## config.mk

```make
export PLATFORM = sky130hd
export DESIGN_NAME = sync_fifo_top
export DESIGN_NICKNAME = d
export VERILOG_FILES = /design/src/rtl/sync_fifo_pkg.sv /design/src/rtl/sync_fifo_mem.sv /design/src/rtl/sync_fifo_top.sv
export SDC_FILE = /design/constraint.sdc
export NUM_CORES = 1
export LEC_CHECK = 0
export CORE_MARGIN = 2
export CORE_UTILIZATION = 50
export DETAILED_ROUTE_END_ITERATION = 10
export GPL_TIMING_DRIVEN = 0
export PLACE_DENSITY = 0.72
export SLEW_MARGIN = 10
export SYNTH_ARGS = -nofsm -noshare
export SYNTH_HDL_FRONTEND = slang
export SYNTH_SLANG_ARGS = --single-unit
export TNS_END_PERCENT = 30
```

## constraint.sdc

```tcl
create_clock -name CLK -period 3.5 [get_ports CLK]
set_clock_uncertainty 0.1 [all_clocks]
set_input_delay 0.35 -clock CLK [delete_from_list [all_inputs] [get_ports CLK]]
set_output_delay 0.35 -clock CLK [all_outputs]
set_load 0.1 [all_outputs]
```

## src/rtl/sync_fifo_pkg.sv

```systemverilog
// Shared definitions for the synchronous FIFO: default parameters, pointer
// width derivation and the per-cycle access decode type.
package sync_fifo_pkg;

    localparam int DEF_DATA_WIDTH    = 8;
    localparam int DEF_MEM_DEPTH     = 8;
    localparam int DEF_AFULL_THRESH  = 6;
    localparam int DEF_AEMPTY_THRESH = 2;
    localparam int DEF_FWFT          = 1;

    // Accepted-access combination for one cycle, encoded as {read, write}.
    typedef enum logic [1:0] {
        OP_IDLE  = 2'b00,
        OP_WRITE = 2'b01,
        OP_READ  = 2'b10,
        OP_BOTH  = 2'b11
    } fifo_op_e;

    // Storage address width; the pointers carry one extra wrap bit on top.
    function automatic int addr_width(input int depth);
        return (depth < 2) ? 1 : $clog2(depth);
    endfunction

    function automatic int ptr_width(input int depth);
        return addr_width(depth) + 1;
    endfunction

endpackage

```

## src/rtl/sync_fifo_mem.sv

```systemverilog
// FIFO storage: synchronous write port, asynchronous read port.
// Contents are deliberately not reset.
module sync_fifo_mem
    import sync_fifo_pkg::*;
#(
    parameter int DATA_WIDTH = DEF_DATA_WIDTH,
    parameter int MEM_DEPTH  = DEF_MEM_DEPTH,
    parameter int ADDR_W     = addr_width(MEM_DEPTH)
) (
    input  logic                  CLK,
    input  logic                  wr_en,
    input  logic [ADDR_W-1:0]     wr_addr,
    input  logic [DATA_WIDTH-1:0] wr_data,
    input  logic [ADDR_W-1:0]     rd_addr,
    output logic [DATA_WIDTH-1:0] rd_data
);

    logic [DATA_WIDTH-1:0] mem_q [MEM_DEPTH];

    always_ff @(posedge CLK) begin
        if (wr_en) begin
            mem_q[wr_addr] <= wr_data;
        end
    end

    assign rd_data = mem_q[rd_addr];

endmodule

```

## src/rtl/sync_fifo_top.sv

```systemverilog
// Single-clock FIFO: pointer control, occupancy flags, sticky error flags and
// a build-time choice between fall-through and registered read data.
module sync_fifo_top
    import sync_fifo_pkg::*;
#(
    parameter int DATA_WIDTH    = DEF_DATA_WIDTH,
    parameter int MEM_DEPTH     = DEF_MEM_DEPTH,
    parameter int AFULL_THRESH  = DEF_AFULL_THRESH,
    parameter int AEMPTY_THRESH = DEF_AEMPTY_THRESH,
    parameter int FWFT          = DEF_FWFT
) (
    input  logic                                CLK,
    input  logic                                RST,
    input  logic                                WR_EN,
    input  logic [DATA_WIDTH-1:0]               WR_DATA,
    input  logic                                RD_EN,
    output logic [DATA_WIDTH-1:0]               RD_DATA,
    output logic                                RD_VALID,
    output logic                                FULL,
    output logic                                EMPTY,
    output logic                                ALMOST_FULL,
    output logic                                ALMOST_EMPTY,
    output logic [$clog2(MEM_DEPTH):0]          COUNT,
    output logic                                OVERFLOW,
    output logic                                UNDERFLOW,
    input  logic                                CLR_ERR
);

    localparam int ADDR_W = addr_width(MEM_DEPTH);
    localparam int PTR_W  = ptr_width(MEM_DEPTH);
    localparam logic [PTR_W-1:0] AF_LEVEL = PTR_W'(AFULL_THRESH);
    localparam logic [PTR_W-1:0] AE_LEVEL = PTR_W'(AEMPTY_THRESH);
    localparam logic [PTR_W-1:0] PTR_ONE  = PTR_W'(1);

    logic [PTR_W-1:0]      wptr_q, wptr_d;
    logic [PTR_W-1:0]      rptr_q, rptr_d;
    logic [PTR_W-1:0]      count;
    logic                  empty;
    logic                  full;
    logic                  wr_accept;
    logic                  rd_accept;
    logic                  overflow_q, overflow_d;
    logic                  underflow_q, underflow_d;
    logic [DATA_WIDTH-1:0] head_data;
    fifo_op_e              op;

    // Flags look only at registered pointers, so a same-cycle read never
    // frees space for a write and a same-cycle write never feeds a read.
    assign count = wptr_q - rptr_q;
    assign empty = (wptr_q == rptr_q);
    assign full  = (wptr_q[PTR_W-1] != rptr_q[PTR_W-1]) &&
                   (wptr_q[ADDR_W-1:0] == rptr_q[ADDR_W-1:0]);

    assign wr_accept = WR_EN && !full;
    assign rd_accept = RD_EN && !empty;
    assign op        = fifo_op_e'({rd_accept, wr_accept});

    always_comb begin
        wptr_d = wptr_q;
        rptr_d = rptr_q;
        case (op)
            OP_WRITE: wptr_d = wptr_q + PTR_ONE;
            OP_READ:  rptr_d = rptr_q + PTR_ONE;
            OP_BOTH: begin
                wptr_d = wptr_q + PTR_ONE;
                rptr_d = rptr_q + PTR_ONE;
            end
            default: ;
        endcase
    end

    // Setting beats clearing when both happen in the same cycle.
    always_comb begin
        overflow_d  = (overflow_q  && !CLR_ERR) || (WR_EN && full);
        underflow_d = (underflow_q && !CLR_ERR) || (RD_EN && empty);
    end

    always_ff @(posedge CLK or negedge RST) begin
        if (!RST) begin
            wptr_q      <= '0;
            rptr_q      <= '0;
            overflow_q  <= 1'b0;
            underflow_q <= 1'b0;
        end else begin
            wptr_q      <= wptr_d;
            rptr_q      <= rptr_d;
            overflow_q  <= overflow_d;
            underflow_q <= underflow_d;
        end
    end

    sync_fifo_mem #(
        .DATA_WIDTH (DATA_WIDTH),
        .MEM_DEPTH  (MEM_DEPTH),
        .ADDR_W     (ADDR_W)
    ) u_mem (
        .CLK     (CLK),
        .wr_en   (wr_accept),
        .wr_addr (wptr_q[ADDR_W-1:0]),
        .wr_data (WR_DATA),
        .rd_addr (rptr_q[ADDR_W-1:0]),
        .rd_data (head_data)
    );

    generate
        if (FWFT != 0) begin : g_fwft
            assign RD_DATA  = head_data;
            assign RD_VALID = !empty;
        end else begin : g_reg_read
            logic [DATA_WIDTH-1:0] rd_data_q, rd_data_d;
            logic                  rd_valid_q, rd_valid_d;

            // Data holds its last value between accepted reads.
            always_comb begin
                rd_data_d  = rd_data_q;
                rd_valid_d = rd_accept;
                if (rd_accept) begin
                    rd_data_d = head_data;
                end
            end

            always_ff @(posedge CLK or negedge RST) begin
                if (!RST) begin
                    rd_data_q  <= '0;
                    rd_valid_q <= 1'b0;
                end else begin
                    rd_data_q  <= rd_data_d;
                    rd_valid_q <= rd_valid_d;
                end
            end

            assign RD_DATA  = rd_data_q;
            assign RD_VALID = rd_valid_q;
        end
    endgenerate

    assign FULL         = full;
    assign EMPTY        = empty;
    assign ALMOST_FULL  = (count >= AF_LEVEL);
    assign ALMOST_EMPTY = (count <= AE_LEVEL);
    assign COUNT        = count;
    assign OVERFLOW     = overflow_q;
    assign UNDERFLOW    = underflow_q;

endmodule

```

==> results.tsv, run 1 <==
metric	value	unit
post_cts_resized	21	
seq_area_frac_synth	70.3	%
synthToLayoutAreaGrowth	19.8	%
hp-class	primary input to async pin	
io_pins	32	
grt_usage	18.9	%
met2_usage	29.8	%
hold_viol_final	0	
synthFlopType	edfxtp_1	
fmax	298	MHz
crit_path_frequent_cell	buf_2	
start_util	51.9	%
fin_util	62.2	%
grt_max_degree	13	
cp_slowest_cell	dlygate4sd2_1	
cp_data_required_time	3.05	ns
use_met1	25.0	%
antenna_found_initial	0	
synth-compound-area-share	3.32	%
post_cts_buffers	0	
gr-usage-met3	5.76	%
place_hpwl	3900	um
final_cells	301	
maxCapViolCount	0	
syn-num-nets	198	
setup_viol	0	
syn_inst	179	
netlist.area_leader.share	62.2	%
path_delay_family	buffers and inverters	
viasPerCell	5.55	
synthArstFlopShare	13.5	%
wirelength	5880	um
dp_slack	-0.541	ns
std_cell_rows	28	
grt_pass1_wl	8730	um
grt_overflow	0	
post-route-period-util	95.9	%
critical_path_buf_inv_count	4	
maxSlewHeadroom	30.6	%
cts_tree	built	
core_area	0.00596	mm2
synth-edff-count	64	
path_class	flip-flop to output pin	
arrival	2.91	ns
cts_num_sinks	74	
slew_viol_final	0	
worstMarginPinSlew	1.04	ns
drt-pass1-iter-count	4	
rsz0062_at_grt	no	
yosys-top-cells-area	edfxtp_1 62%, mux4_2 12%, dfrtp_1 8.1%	
r2r_slack	0.39	ns
yosys.area.top_type	edfxtp_1	
wl_per_cell	19.5	um
die-area	0.00683	mm2
clk_pin_slew_worst_paths	0.07	ns
fin_nets	240	
critPathLaunch	rptr_q[1]	
clk_path_buf_depth	2	
clk_latency	0.34	ns
synthXorXnorAreaFrac	2.79	%
synth-simple-area-share	6.19	%
io_buffers	31	
drive_gt1_share	23.9	%
cp_cell_sequence	buf_2 -> buf_2 -> inv_1 -> fa_1 -> dlygate4sd2_1	
grt_pass1_vias	1648	
die_y	82.6	um
ant_nets	0	
path_max_fanout	10	
vias	1671	
synth_mux_area_share	12.5	%
fin_ws	0.143	ns
yosys_warnings	0	
startpoint_type	flip-flop	
place.gp.congestion	0.828	
drt_iter0_drc	118	
drc	0	
avgSynthCellArea	17.3	um2
cts_root_buffer	clkbuf_8	
synth-adder-area-share	2.67	%
end_kind	output pin	
busiest_layer	met2	
layout_commonest_cell	edfxtp_1	
cpPeakStageDelay	0.87	ns
synth_area	0.00309	mm2
cts_hold_buf	0	
synth_top_family_by_area	multiplexers	
post-route-min-period	3.36	ns
insertedDiodeCount	0	
h-tree-depth	3	
status	finished clean	
reg2reg_from	rptr_q[1]	
synth.distinct_cells	32	
placed_cells	286	
final_cell_mix	64 x edfxtp_1, 28 x nand2_1, 23 x clkdlybuf4s50_1, 16 x mux4_2, 10 x clkbuf_8	
fill_cells	442	
fp.dieW	82.6	um
cts_inserted_buffers	9	
synth_seq_cells	74	
[worst reg2reg max path, delay by kind of cell, from the launching register on]
family | cells | cell delay (ns)
buffers and inverters | 4 | 1.04
and+or+nand+nor | 2 | 0.85
DFF | 1 | 0.36
adders and majority gates | 1 | 0.33
AOI/OAI and AO/OA | 1 | 0.14
[Yosys cell counts, drive strengths merged, types with 3 or more instances]
master	count
edfxtp	64
nor3	4
mux4	16
a21oi	5
o21ai	3
ha	5
xnor2	5
clkbuf	3
nor2	4
dfrtp	10
o211ai	3
buf	4
nand2	28
inv	6
xor2	4
[registers in the layout, indices dropped and copies added (netlist names)]
signal and flops:
u_mem.mem_q 64, OVERFLOW 1, wptr_q 4, UNDERFLOW 1, rptr_q 4
[metrics by stage]
stage          TNS [ns]  area [um2]  hold WS [ns]
2_1_floorplan         0        3100       -0.0456
3_3_place_gp     -21.93        3510         0.388
3_5_place_dp      -4.93        3540         0.401
4_1_cts               0        3710         0.229
5_1_grt               0        3700         0.263
6_report              0        3700         0.226
[cell families after synthesis]
family / after synthesis
AO/OA/AOI/OAI: 14
XOR/XNOR: 9
adder cells (fa/ha/maj): 6
buffers and inverters: 14
flip-flops: 74
multiplexers: 18
AND/OR/NAND/NOR: 44
[layout make-up]
type	count	area [um2]	share of cell area [%]
clock buffers	13	149	4.02
flip-flops and latches	74	2170	58.7
repair buffers	32	318	8.58
well taps	75	93.8	2.53
inverters	7	27.5	0.743
multi-input cells	91	887	23.9
plain buffers	6	40.0	1.08
clock inverters	3	16.3	0.439
[worst paths after layout]
kind                       cells after the start                end
setup / recovery                               5           COUNT[1]
hold / removal                                 1          rptr_q[2]
setup reg to reg                               8  u_mem.mem_q[0][1]
hold reg to reg                                1           OVERFLOW
max in group asynchronous                      1          rptr_q[2]
min in group CLK                               1           OVERFLOW
[per-layer routing]
layer | up-vias | part of all wire [%] | routed length (um)
met4 | 0 | 1.3 | 78
met3 | 8 | 5.6 | 328
li1 | 765 | - | -
met5 | - | 0 | 0
met1 | 853 | 43 | 2540
met2 | 45 | 50 | 2940
Power of run 1 is left out: the tool's default activity adds up to more than one toggle a clock period on the data nets, which glitch-free logic cannot reach.
==> run 2, diff against run 1 <==
--- a/config.mk
+++ b/config.mk
@@ -14,4 +14,4 @@
 export SYNTH_ARGS = -nofsm -noshare
 export SYNTH_HDL_FRONTEND = slang
 export SYNTH_SLANG_ARGS = --single-unit
-export TNS_END_PERCENT = 30
+export TNS_END_PERCENT = 20
==> results of run 2 <==
No change in the layout: final DEF, timing and power equal those of run 1.
Power of run 2 is left out for the same reason.
